## config.mk

```make
export PLATFORM = sky130hd
export DESIGN_NAME = heading_display_ctrl
export DESIGN_NICKNAME = d
export VERILOG_FILES = /design/src/rtl/heading_display_pkg.sv /design/src/rtl/dabble_bcd_iter.sv /design/src/rtl/heading_display_ctrl.sv
export SDC_FILE = /design/constraint.sdc
export NUM_CORES = 1
export LEC_CHECK = 0
export BUFFER_PORTS_ARGS = -buffer_cell sky130_fd_sc_hd__clkbuf_2
export CAP_MARGIN = 10
export CORE_UTILIZATION = 40
export CTS_BUF_LIST = sky130_fd_sc_hd__clkbuf_4 sky130_fd_sc_hd__clkbuf_8
export DETAILED_ROUTE_END_ITERATION = 10
export HOLD_SLACK_MARGIN = 0.06
export SETUP_SLACK_MARGIN = 0.2
export SLEW_MARGIN = 25
export SYNTH_ARGS = -nofsm -noshare
export SYNTH_HDL_FRONTEND = slang
export SYNTH_HIERARCHICAL = 1
export SYNTH_SLANG_ARGS = --single-unit
export TNS_END_PERCENT = 30
```

## constraint.sdc

```tcl
create_clock -name clk -period 5.27 [get_ports clk]
set_input_delay 1.054 -clock clk [delete_from_list [all_inputs] [get_ports clk]]
set_output_delay 1.054 -clock clk [all_outputs]
set_load 0.02 [all_outputs]
```

## src/rtl/heading_display_pkg.sv

```systemverilog
// Shared types and constants for the heading/aux BCD display controller.
package heading_display_pkg;

    typedef enum logic [1:0] {IDLE, LOAD, SHIFT, DONE} state_t;

    localparam int         NUM_DIGITS = 8;
    localparam logic [6:0] SEG_BLANK  = 7'h7F;
    localparam int         MAX_DISP   = 999;

    // Active-low {g,f,e,d,c,b,a} patterns; entry 0 is the rightmost literal.
    localparam logic [9:0][6:0] SEG_TABLE = {
        7'h10, 7'h00, 7'h78, 7'h02, 7'h12,
        7'h19, 7'h30, 7'h24, 7'h79, 7'h40
    };

    function automatic logic [6:0] seg_of(input logic [3:0] d);
        return (d > 4'd9) ? SEG_BLANK : SEG_TABLE[d];
    endfunction

endpackage

```

## src/rtl/dabble_bcd_iter.sv

```systemverilog
// Iterative double-dabble converter: one add-3/shift step per cycle, VAL_W steps.
module dabble_bcd_iter #(
    parameter int VAL_W = 10
) (
    input  logic             clk,
    input  logic             rst,
    input  logic             start,
    input  logic [VAL_W-1:0] bin,
    output logic             busy,
    output logic             done,
    output logic [3:0]       hundreds,
    output logic [3:0]       tens,
    output logic [3:0]       ones
);

    localparam int CNT_W = $clog2(VAL_W + 1);

    logic [12+VAL_W-1:0] sh_reg;
    logic [CNT_W-1:0]    cnt_reg;
    logic                run_reg;
    logic [11:0]         bcd_adj;

    generate
        for (genvar gi = 0; gi < 3; gi++) begin : g_adj
            logic [3:0] nib;
            assign nib = sh_reg[VAL_W + 4*gi +: 4];
            assign bcd_adj[4*gi +: 4] = (nib >= 4'd5) ? nib + 4'd3 : nib;
        end
    endgenerate

    always_ff @(posedge clk) begin
        if (rst) begin
            sh_reg  <= '0;
            cnt_reg <= '0;
            run_reg <= 1'b0;
        end else if (start) begin
            sh_reg  <= {12'd0, bin};
            cnt_reg <= CNT_W'(VAL_W);
            run_reg <= 1'b1;
        end else if (run_reg) begin
            sh_reg  <= {bcd_adj, sh_reg[VAL_W-1:0]} << 1;
            cnt_reg <= cnt_reg - 1'b1;
            if (cnt_reg == CNT_W'(1))
                run_reg <= 1'b0;
        end
    end

    // done marks the cycle whose edge completes the final step.
    assign busy     = run_reg;
    assign done     = run_reg && (cnt_reg == CNT_W'(1));
    assign hundreds = sh_reg[VAL_W+8 +: 4];
    assign tens     = sh_reg[VAL_W+4 +: 4];
    assign ones     = sh_reg[VAL_W   +: 4];

endmodule

```

## src/rtl/heading_display_ctrl.sv

```systemverilog
// Shares one BCD converter between heading and aux requesters and scans both
// results onto the 8-digit seven-segment display.
module heading_display_ctrl
    import heading_display_pkg::*;
#(
    parameter int DIGIT_CYCLES = 100_000,
    parameter int VAL_W        = 10
) (
    input  logic             clk,
    input  logic             rst,
    input  logic [VAL_W-1:0] hdg_val,
    input  logic             hdg_valid,
    input  logic [VAL_W-1:0] aux_val,
    input  logic             aux_valid,
    output logic             busy,
    output logic [7:0]       an,
    output logic [6:0]       seg,
    output logic             dp
);

    localparam int CNT_W = (DIGIT_CYCLES > 1) ? $clog2(DIGIT_CYCLES) : 1;
    localparam int IDX_W = $clog2(NUM_DIGITS);

    state_t           state_reg;
    logic             gnt_aux_reg, last_aux_reg, busy_reg;
    logic             hdg_flag_reg, aux_flag_reg;
    logic [VAL_W-1:0] hdg_pend_reg, aux_pend_reg, cur_val_reg;
    logic [11:0]      hdg_bank_reg, aux_bank_reg, hdg_bank_next, aux_bank_next;
    logic [CNT_W-1:0] cnt_reg;
    logic [IDX_W-1:0] idx_reg, idx_next;
    logic [7:0]       an_reg;
    logic [6:0]       seg_reg;

    logic             conv_busy, conv_done;
    logic [3:0]       conv_h, conv_t, conv_o;

    function automatic logic [VAL_W-1:0] clamp(input logic [VAL_W-1:0] v);
        return (v > VAL_W'(MAX_DISP)) ? VAL_W'(MAX_DISP) : v;
    endfunction

    function automatic logic [6:0] digit_seg(input logic [IDX_W-1:0] idx,
                                             input logic [11:0] hb,
                                             input logic [11:0] ab);
        logic [11:0] b;
        b = idx[IDX_W-1] ? ab : hb;
        case (idx[1:0])
            2'd0:    return seg_of(b[3:0]);
            2'd1:    return (b[11:4] == 8'd0) ? SEG_BLANK : seg_of(b[7:4]);
            2'd2:    return (b[11:8] == 4'd0) ? SEG_BLANK : seg_of(b[11:8]);
            default: return SEG_BLANK;
        endcase
    endfunction

    // A same-cycle strobe counts as a request so IDLE can go straight to LOAD.
    logic req_h, req_a, pick_aux;
    assign req_h    = hdg_flag_reg | hdg_valid;
    assign req_a    = aux_flag_reg | aux_valid;
    assign pick_aux = req_a && (!req_h || !last_aux_reg);

    dabble_bcd_iter #(.VAL_W(VAL_W)) u_conv (
        .clk      (clk),
        .rst      (rst),
        .start    (state_reg == LOAD),
        .bin      (cur_val_reg),
        .busy     (conv_busy),
        .done     (conv_done),
        .hundreds (conv_h),
        .tens     (conv_t),
        .ones     (conv_o)
    );

    always_comb begin
        hdg_bank_next = hdg_bank_reg;
        aux_bank_next = aux_bank_reg;
        if (state_reg == DONE) begin
            if (gnt_aux_reg) aux_bank_next = {conv_h, conv_t, conv_o};
            else             hdg_bank_next = {conv_h, conv_t, conv_o};
        end
    end

    always_ff @(posedge clk) begin
        if (rst) begin
            state_reg    <= IDLE;
            gnt_aux_reg  <= 1'b0;
            last_aux_reg <= 1'b1;
            busy_reg     <= 1'b0;
            hdg_flag_reg <= 1'b0;
            aux_flag_reg <= 1'b0;
            hdg_pend_reg <= '0;
            aux_pend_reg <= '0;
            cur_val_reg  <= '0;
            hdg_bank_reg <= '0;
            aux_bank_reg <= '0;
        end else begin
            if (hdg_valid) begin
                hdg_pend_reg <= clamp(hdg_val);
                hdg_flag_reg <= 1'b1;
            end
            if (aux_valid) begin
                aux_pend_reg <= clamp(aux_val);
                aux_flag_reg <= 1'b1;
            end
            hdg_bank_reg <= hdg_bank_next;
            aux_bank_reg <= aux_bank_next;
            case (state_reg)
                IDLE: if (req_h || req_a) begin
                    state_reg    <= LOAD;
                    busy_reg     <= 1'b1;
                    gnt_aux_reg  <= pick_aux;
                    last_aux_reg <= pick_aux;
                    if (pick_aux) begin
                        aux_flag_reg <= 1'b0;
                        cur_val_reg  <= aux_valid ? clamp(aux_val) : aux_pend_reg;
                    end else begin
                        hdg_flag_reg <= 1'b0;
                        cur_val_reg  <= hdg_valid ? clamp(hdg_val) : hdg_pend_reg;
                    end
                end
                LOAD:  state_reg <= SHIFT;
                SHIFT: if (conv_done || !conv_busy) state_reg <= DONE;
                DONE: begin
                    state_reg <= IDLE;
                    busy_reg  <= 1'b0;
                end
                default: state_reg <= IDLE;
            endcase
        end
    end

    // an/seg are computed from the next index and next bank so they change together.
    assign idx_next = (cnt_reg == CNT_W'(DIGIT_CYCLES - 1)) ? idx_reg + 1'b1 : idx_reg;

    always_ff @(posedge clk) begin
        if (rst) begin
            cnt_reg <= '0;
            idx_reg <= '0;
            an_reg  <= 8'hFF;
            seg_reg <= SEG_BLANK;
        end else begin
            cnt_reg <= (cnt_reg == CNT_W'(DIGIT_CYCLES - 1)) ? '0 : cnt_reg + 1'b1;
            idx_reg <= idx_next;
            an_reg  <= ~(8'd1 << idx_next);
            seg_reg <= digit_seg(idx_next, hdg_bank_next, aux_bank_next);
        end
    end

    assign busy = busy_reg;
    assign an   = an_reg;
    assign seg  = seg_reg;
    assign dp   = 1'b1;

endmodule
```

; Word-level counts from Yosys, hierarchy flattened
; Memory sizes are Yosys's and may differ from the RTL's.
; Index checks and enable logic that the tools add are counted.
[totals]
elab_cells = 115
inputBits = 24
memories = 3
romBits = 336
out_inout_bits = 17
register_bits = 123
[memory_table]
columns = memory, depth, word_bits, rd, rd_ports_with_merged_regs, write_ports, line_no
row1 = (name not given), 16, 7, 1, 0, 0, heading_display_pkg.sv:17  ; return (d > 4'd9) ? SEG_BLANK : SEG_TABLE[d];
row2 = (name not given), 16, 7, 1, 0, 0, heading_display_pkg.sv:17
row3 = (name not given), 16, 7, 1, 0, 0, heading_display_pkg.sv:17
[op_classes]
n_addsub = 6
muxes = 43
reduce_logical = 19
n_lt_le_gt_ge = 11
eq_ne = 9
shift = 1
bitwise_logic = 3
[op_table]
columns = operator, count
row1 = 2-to-1 mux 10 bit, 7
row2 = 2-to-1 mux 12 bit, 5
row3 = 2-to-1 mux 7 bit, 8
row4 = one-hot mux 7 bit (3 select lines), 1
row5 = > comparator 10 bit (second input constant), 2
row6 = adder 17 x 1 -> 17 bit (second input constant), 1
row7 = == test 17 bit (second input constant), 1
row8 = 2-to-1 mux 4 bit, 4
row9 = less-than comparator 4 x 5 -> 1 bit (second input constant), 3
row10 = >= comparator 4 x 3 -> 1 bit (second input constant), 3
row11 = > comparator 4 bit (second input constant), 3
row12 = 2-to-1 mux 1 bit, 12
row13 = adder 4 x 2 -> 4 bit (second input constant), 2
row14 = zero test 8 bit, 1
row15 = NOT 8 bit, 1
row16 = one-hot mux 2 bit (4 select lines), 1
row17 = left shift 1 x 3 -> 8 bit (first input constant), 1
row18 = == test 2 bit (second input constant), 3
row19 = 2-to-1 mux 3 bit, 2
row20 = AND reduction 2 bit, 3
row21 = == test 2 x 1 -> 1 bit (second input constant), 2
row22 = == test 4 x 1 -> 1 bit (second input constant), 1
row23 = zero test 2 bit, 2
row24 = zero test 4 bit, 1
row25 = 12 further kinds, 22

; Depth between registers and ports, before layout
; Gate-level depths: netlist of the first run.
[logic_depth]
depth_word = 8
mapped_depth = 19
mapped_depth_nobuf = 15

; Cells and area by module
; The synthesis of the first run kept the hierarchy.
[modules_own_cells]
columns = module, seq_area_each_um2, cells_per_inst, instances, area_each_um2
row1 = heading_display_ctrl, 1921.8, 649, 1, 5230.0
row2 = dabble_bcd_iter, 540.5, 186, 1, 1547.7

; Least setup slack after synthesis of the first run
; Ideal clock, no wire load.
[synth_timing]
kind = register to register
start = register cnt_reg[0] (netlist name)
end = register seg_reg[3], in the netlist seg[3]
slack_ns = 1.853
synth_period_minus_slack_ns = 3.417
setup_time_ns = 0.134
required_ns = 5.136
stages_incl_launch_ff = 18
t_arrival_ns = 3.283
path_buffers = 4
path_cell_list = dfxtp_1 ha_1 and4_1 buf_4 and4_1 buf_6 buf_12 a21oi_4 nor2_1 buf_2 nor2_1 nor4_1 a21oi_1 ha_1 and2_1 a41oi_2 o31ai_2 or4b_1
[synth_rtl]
columns = element, line_no
row1 = to (signal assigned), heading_display_ctrl.sv:143  ; seg_reg <= digit_seg(idx_next, hdg_bank_next, aux_bank_next);
row2 = to (decl), heading_display_ctrl.sv:32  ; logic [6:0] seg_reg;

; Worst setup path after layout of the first run
[layout_timing]
start = register idx_reg[0]
end = register seg_reg[6], in the netlist seg[6]
[layout_between]
elab_chain_len = 8
elab_cells_between_ends = 23
classes_between = 1 x add/sub / 3 x order compare / 2 x eq/ne / 11 x mux / 3 x reduce/logical / 3 x memory
[layout_lines]
columns = element, line_no
row1 = from (decl), heading_display_ctrl.sv:30  ; logic [IDX_W-1:0] idx_reg, idx_next;
row2 = from (signal assigned), heading_display_ctrl.sv:141  ; idx_reg <= idx_next;
row3 = adder 3 x 1 -> 3 bit, heading_display_ctrl.sv:131  ; assign idx_next = (cnt_reg == CNT_W'(DIGIT_CYCLES - 1)) ? idx_reg + 1'b1 : idx_reg;
row4 = 2-to-1 mux 3 bit (*), heading_display_ctrl.sv:131
row5 = 2-to-1 mux 12 bit, heading_display_ctrl.sv:45  ; b = idx[IDX_W-1] ? ab : hb;
row6 = memory read (16 x 7 bit), -
row7 = 2-to-1 mux 7 bit (not written as such), heading_display_pkg.sv:17
row8 = 2-to-1 mux 7 bit, heading_display_pkg.sv:17
row9 = 2-to-1 mux 7 bit (on tied branches), "heading_display_ctrl.sv:49, heading_display_ctrl.sv:48"
row10 = one-hot mux 7 bit (3 select lines) (*), heading_display_ctrl.sv:46  ; case (idx[1:0])
; Every way passes the cells marked *; elsewhere a longest branch is shown, timed or not. The select of a mux whose other input is x is not followed.
; A chain may end at the register's enable or synchronous reset.

==> results of run 1 <==
-- synth_stat cells (3+ instances only) --
cell type | number | share of area, %
a2111o_1 | 8 | 1.3
a211o_1 | 3 | 0.39
a211oi_1 | 7 | 0.78
a21o_1 | 4 | 0.44
a21oi_1 | 64 | 4.7
a22oi_1 | 10 | 1.1
a31o_2 | 4 | 0.52
a31oi_1 | 7 | 0.65
and2_1 | 3 | 0.28
and3_1 | 4 | 0.37
and4_1 | 4 | 0.52
buf_1 | 3 | 0.17
buf_2 | 6 | 0.44
buf_4 | 19 | 2.1
buf_6 | 4 | 0.66
clkbuf_1 | 22 | 1.2
dfxtp_1 | 123 | 36
ha_1 | 30 | 5.5
inv_1 | 37 | 2.0
mux2_2 | 10 | 1.7
mux2i_1 | 19 | 2.8
nand2_1 | 146 | 8.1
nand2b_1 | 7 | 0.65
nand3_1 | 28 | 2.1
nand4_1 | 9 | 0.83
nor2_1 | 87 | 4.8
nor2b_1 | 9 | 0.83
nor3_1 | 11 | 0.81
nor3_2 | 3 | 0.44
nor3b_1 | 3 | 0.33
nor4_1 | 3 | 0.28
o211ai_1 | 7 | 0.78
o21ai_0 | 30 | 2.2
o21ai_1 | 3 | 0.22
o22ai_1 | 5 | 0.46
o32ai_1 | 3 | 0.39
or3_1 | 8 | 0.74
or3b_2 | 3 | 0.39
xnor2_1 | 7 | 0.90
xor2_1 | 10 | 1.3
-- worst reg2reg max path: stages (launching register included) --
cell      delay [ns]
dfxtp_1         0.57
ha_1            0.55
clkinv_1        0.44
a211oi_1        0.65
nor2_2          0.20
o21ai_0         0.55
ha_1            0.28
nor2_1          0.06
a21oi_1         0.19
a21boi_0        0.24
o32ai_1         0.14
a311o_1         0.34
-- metal layers --
metal	track usage (%)	share of wire, %
met5	0	0
met4	6.83	1.6
met3	4.15	3.4
met2	31.2	47
met1	24.8	48
-- cell families (layout without fill, tap and decap cells) --
group / Yosys count / in the layout / synth area share [%]
other: 1 / 1 / 0.0553
AND/OR/NAND/NOR: 351 / 351 / 24.6
flip-flops: 123 / 123 / 36.3
XOR/XNOR: 17 / 17 / 2.20
multiplexers: 29 / 29 / 4.47
buffers and inverters: 94 / 116 / 7.11
adder cells (fa/ha/maj): 30 / 30 / 5.54
AO/OA/AOI/OAI: 190 / 190 / 19.7
-- through the flow --
| step | utilization (%) | setup slack (ns) | power [mW] | std cells |
|---|---|---|---|---|
| 2_1_floorplan | - | 1.85 | 1.71 | 835 |
| 3_3_place_gp | 42.0 | 1.17 | 1.87 | 1045 |
| 3_5_place_dp | 42.0 | 1.04 | 1.87 | 1045 |
| 4_1_cts | 44.5 | 1.04 | 2.78 | 1077 |
| 5_1_grt | 44.5 | 0.710 | 2.92 | 1077 |
| 6_report | 44.5 | 0.957 | 2.75 | 1077 |
-- how the worst max path moves through the flow --
stage                                startpoint                end  slack [ns]  cells past startpoint
after global routing      idx_reg[0]$_SDFF_PP0_  seg[3]$_SDFF_PP1_        0.71                     10
final                     idx_reg[0]$_SDFF_PP0_  seg[6]$_SDFF_PP1_        0.96                     11
after detailed placement  idx_reg[0]$_SDFF_PP0_  seg[3]$_SDFF_PP1_        1.04                     10
after floorplan           cnt_reg[0]$_SDFF_PP0_  seg[3]$_SDFF_PP1_        1.85                     17
after global placement    idx_reg[0]$_SDFF_PP0_  seg[3]$_SDFF_PP1_        1.17                     10
after CTS                 idx_reg[0]$_SDFF_PP0_  seg[3]$_SDFF_PP1_        1.04                     10
-- area by class of cell --
cell class	instances	area share [%]
clock buffers	18	3.36
repair buffers	46	3.36
well taps	220	3.73
flip-flops and latches	123	33.4
multi-input cells	618	51.9
clock inverters	14	2.31
inverters	38	1.93
-- report_power, final --
part	internal [mW]	switching [mW]	total [mW]
clock network	0.452	0.440	0.893
logic	0.278	0.460	0.738
registers	1.03	0.0896	1.12
==> results by group, run 1 <==
GRT
  • Antenna violations before repair: 0
  • Largest net degree at the start of global routing: 36
  • All-Layer GR Usage: 19.1%
  • Vias in the first global route: 5454
  • First-pass GRT wire length: 27000 um
  • GR Overflow Total: 0

Layout
  • Sequential Area: 2460 um^2
  • Fraction of layout cells with a size suffix above 1: 14.4%
  • Most frequent cells in the layout: nand2_1, dfxtp_1, nor2_1
  • Syn-to-layout area delta: 8.88%
  • Layout fillers: 1689
  • Most common cell after layout, fill and taps aside: nand2_1
  • Area taken by multi-input logic gates: 3830 um^2
  • Nets: 898
  • Post-route cell area: 7380 um^2
  • ANT cells: 0
  • Max FFs per register: 22

Clock network
  • Cts hold-fix bufs: 0
  • Worst skew pair latency: 0.46 ns
  • CTS root buf: clkbuf_8
  • CTS buffer count: 17
  • # Post-CTS Setup Buffers: 0
  • Clk sinks: 123
  • Post-CTS Resized: 0
  • Deepest clock path buffer count: 2
  • H-tree depth: 4
  • Clk pin slew, worst setup/hold paths: 0.09 ns
  • CTS tree: built

STA
  • Maximum clock rate: 232 MHz
  • Setup TNS: 0 ns
  • Slew Limit Headroom: 43.6%
  • Final period util: 81.8%
  • Tightest Pin Transition: 0.839 ns
  • Hold Vio Cnt, Final: 0
  • Final clock skew: 0.0103 ns
  • Fin. max-slew vios: 0
  • Tmin final: 4.31 ns
  • Worst hold margin: 0.441 ns
  • Final count of negative-setup-slack endpoints: 0
  • RSZ-0062 raised after global routing: no

Die
  • Std cell rows: 47
  • Area of the core: 16600 um^2
  • Initial Util: 40.9%
  • I/O pin cnt: 41
  • Die H: 132 um
  • Die width: 132 um
  • Die Area: 17500 um^2

Logic synthesis
  • Post-synthesis sequential area ratio: 36.3%
  • Library cells used by synthesis: 85
  • Netlist Area Pre-Place: 6780 um^2
  • Synthesized flop and latch total: 123
  • Number of flops mapped to enable cells by yosys: 0
  • Async set or reset register ratio after synthesis: 0%
  • Total number of yosys warnings: 6
  • Cells after Synth: 835
  • Syn avg cell area: 8.12 um^2
  • Main synth FF type: dfxtp_1
  • Mapped Nets: 889

Critical path
  • Reg2reg path depth: 11
  • CP peak stage delay: 0.65 ns
  • CP arrival: 4.66 ns
  • Reg-to-reg critical path endpoint: seg[6]$_SDFF_PP1_
  • Cell mode on critical path: ha_1
  • Critical path capture point type: flop
  • Crit-path max FO: 13
  • Startpoint Class: flop
  • Critical-path top delay cell: a211oi_1
  • Reg2reg setup slack: 0.96 ns
  • CP Data Required Time: 5.61 ns
  • CP Class: reg -> reg
  • WP buf/inv: 1
  • Cell Chain, Critical Path: ha_1 -> clkinv_1 -> a211oi_1 -> nor2_2 -> o21ai_0 -> ha_1 -> nor2_1 -> a21oi_1 -> a21boi_0 -> o32ai_1 -> a311o_1
  • Delay-heaviest family, CP: compound AO/OA/AOI/OAI gates
  • Critical R2R Launch: idx_reg[0]$_SDFF_PP0_

Placed design
  • Input/output buffers: 39
  • Post-detail-place hpwl: 11100 um
  • Placer Congestion: 0.895
  • Placed inst area: 6960 um^2

Outcome
  • Status: completed

Routing
  • Wire per inst: 14.6 um
  • Drt first pass iters: 5
  • DR vias: 5771
  • Post-route ant nets: 0
  • Detailed-route wire length: 15700 um
  • Initial DRC Count: 379
  • Post-DR vias/cell: 5.36
  • Drc violations: 0

Power and ir drop
  • Leakage power: 2.80 nW
  • Worst vdd ir: 186 uV
  • PwrDens: 372 nW/um^2

Min path
  • Depth of the worst hold-timing path: 2
  • Worst Min Path Start: cur_val_reg[1]$_SDFFE_PP0P_
  • Min-delay worst type: reg -> reg
  • Endpoint, Worst Hold: cur_val_reg[1]$_SDFFE_PP0P_

Job
  • Max cap viols: 0
Note: power is estimated with default switching activity, not from simulation.
==> run 2: changes to the inputs <==
--- a/config.mk
+++ b/config.mk
@@ -5,6 +5,7 @@
 export SDC_FILE = /design/constraint.sdc
 export NUM_CORES = 1
 export LEC_CHECK = 0
+export ABC_AREA = 1
 export BUFFER_PORTS_ARGS = -buffer_cell sky130_fd_sc_hd__clkbuf_2
 export CAP_MARGIN = 10
 export CORE_UTILIZATION = 40
==> constraint.sdc (replaced) <==
create_clock -name clk -period 4.23 [get_ports clk]
set_input_delay 0.846 -clock clk [delete_from_list [all_inputs] [get_ports clk]]
set_output_delay 0.846 -clock clk [all_outputs]
set_load 0.02 [all_outputs]
==> run 2 against run 1 <==
Effect of this change: worst hold slack better by 0.0060 ns; largest power group unchanged; design area down 7.0%; critical path type unchanged; critical path depth up 7.
==> results by group, run 2 <==
Routing
  • Routed wl met2: 5800 um
  • Wire per inst: 11.8 um
  • Post-DR vias/cell: 4.81
  • Drt first pass iters: 7
  • Met3 Wirelength: 390 um
  • Detailed-route wire length: 12900 um
  • Initial DRC Count: 344
  • DR vias: 5230
  • Uppermost layer routed: met4
  • Wl on met1: 6500 um
  • Post-route ant nets: 0
  • Drc violations: 0

STA
  • Final count of negative-setup-slack endpoints: 0
  • Maximum clock rate: 333 MHz
  • Final worst setup slack: 1.23 ns
  • Fin. max-slew vios: 0
  • Setup TNS: 0 ns
  • Slew Limit Headroom: 49.1%
  • Tmin final: 3.00 ns
  • Tightest Pin Transition: 0.761 ns
  • RSZ-0062 raised after global routing: no
  • Final period util: 71.0%
  • Final clock skew: 0.0140 ns
  • Hold Vio Cnt, Final: 0
  • Worst hold margin: 0.447 ns

Layout
  • Sequential Area: 2460 um^2
  • ANT cells: 0
  • Fraction of layout cells with a size suffix above 1: 12.8%
  • Layout fillers: 1581
  • Nets: 942
  • Most frequent cells in the layout: nand2_1, dfxtp_1, inv_1
  • Final Instance Count excl. Fillers: 1088
  • Area taken by multi-input logic gates: 3080 um^2
  • Post-route cell area: 6860 um^2
  • Final core utilization: 45.1%
  • Max FFs per register: 22
  • Syn-to-layout area delta: 9.83%
  • Most common cell after layout, fill and taps aside: nand2_1

GRT
  • First-pass GRT wire length: 22700 um
  • Vias in the first global route: 4904
  • Antenna violations before repair: 0
  • Largest net degree at the start of global routing: 50
  • GR Overflow Total: 0
  • All-Layer GR Usage: 17.4%

Power and ir drop
  • Overall Power: 3.81 mW
  • Worst vdd ir: 225 uV
  • Leakage power: 3.17 nW
  • PwrDens: 556 nW/um^2

Logic synthesis
  • Top cells by area, synth: dfxtp_1, nand2_1, inv_1, ha_1, nor2_1
  • Mapped Nets: 922
  • Post-synthesis sequential area ratio: 39.4%
  • Number of flops mapped to enable cells by yosys: 0
  • Top cells by count, synth: nand2_1, dfxtp_1, inv_1, nor2_1, nand3_1
  • Total number of yosys warnings: 6
  • Most common cell in the netlist: nand2_1
  • Library cells used by synthesis: 48
  • Top-area cell type share of the netlist area: 39.4%
  • Netlist Area Pre-Place: 6250 um^2
  • Async set or reset register ratio after synthesis: 0%
  • Syn avg cell area: 7.20 um^2
  • Cells after Synth: 868
  • Main synth FF type: dfxtp_1
  • Synthesized flop and latch total: 123
  • Yosys top cell by area: dfxtp_1

Placed design
  • Placer Congestion: 0.838
  • Cells after DPL: 1057
  • Input/output buffers: 39
  • Place WS: 1.24 ns
  • Placed inst area: 6450 um^2
  • Post-detail-place hpwl: 9210 um

Die
  • Initial Util: 41.1%
  • Die H: 127 um
  • Std cell rows: 45
  • Die width: 127 um
  • Area of the core: 15200 um^2
  • Die Area: 16100 um^2
  • I/O pin cnt: 41

Critical path
  • Delay-heaviest family, CP: simple AND/OR/NAND/NOR gates
  • Cell Chain, Critical Path: ha_1 -> nand3_1 -> nor2_2 -> nand3_1 -> nand2_2 -> nand2_2 -> nand2_1 -> o21a_1 -> inv_1 -> ha_1 -> or2_2 -> nand2_1 -> nand2_1 -> nand2_1 -> inv_2 -> nand2_1 -> nand2_1 -> nand3_1
  • Cell mode on critical path: nand2_1
  • Critical path capture point type: flop
  • Worst path depth: 18
  • Crit-path max FO: 24
  • CP peak stage delay: 0.35 ns
  • Reg2reg path depth: 18
  • CP Class: reg -> reg
  • CP Data Required Time: 4.60 ns
  • WP buf/inv: 2
  • Critical-path top delay cell: dfxtp_1
  • Startpoint Class: flop
  • CP arrival: 3.37 ns

Clock network
  • Cts hold-fix bufs: 0
  • CTS root buf: clkbuf_8
  • CTS buffer count: 17
  • Deepest clock path buffer count: 2
  • Clk sinks: 123
  • # Post-CTS Setup Buffers: 0
  • CTS tree: built
  • Clk pin slew, worst setup/hold paths: 0.07 ns
  • Worst skew pair latency: 0.44 ns
  • Post-CTS Resized: 0
  • H-tree depth: 4

Min path
  • Min-delay worst type: reg -> reg
  • Depth of the worst hold-timing path: 1

Job
  • Max cap viols: 0

Outcome
  • Status: completed
run 2: final cells by class:
type / count / share of cell area (%)
clock buffer: 21 / 3.94
sequential: 123 / 35.9
clock inverter: 10 / 2.06
inverter: 120 / 6.56
multi-input combinational: 584 / 44.9
tap: 188 / 3.43
timing repair buffer: 42 / 3.17
run 2: worst paths after layout:
path / start / end / slack, ns
setup / recovery: cnt_reg[0]$_SDFF_PP0_ / seg[1]$_SDFF_PP1_ / 1.23
hold / removal: cnt_reg[0]$_SDFF_PP0_ / cnt_reg[0]$_SDFF_PP0_ / 0.45
setup reg to reg: cnt_reg[0]$_SDFF_PP0_ / seg[1]$_SDFF_PP1_ / 1.23
hold reg to reg: cnt_reg[0]$_SDFF_PP0_ / cnt_reg[0]$_SDFF_PP0_ / 0.45
run 2: per-layer routing:
| metal | global-route usage, % | up-vias |
|---|---|---|
| li1 | - | 2807 |
| met5 | 0 | - |
| met3 | 3.56 | 15 |
| met4 | 6.72 | 0 |
| met2 | 27.6 | 81 |
| met1 | 23.3 | 2327 |
run 2: power breakdown:
part / internal (mW) / switching, mW / leakage, nW
sequential: 1.36 / 0.129 / 1.01
clock: 0.617 / 0.474 / 0.207
combinational: 0.432 / 0.805 / 1.96
total: 2.41 / 1.41 / 3.17
run 2: cells by family after synthesis:
kind of cell,count (synthesis),share of synthesized area [%]
simple gates,406,28.8
buf+inv,161,11.2
compound gates,135,12.7
flops,123,39.4
fa+ha+maj,30,6.01
xor+xnor,6,0.841
mux,6,0.961
other cells,1,0.0600
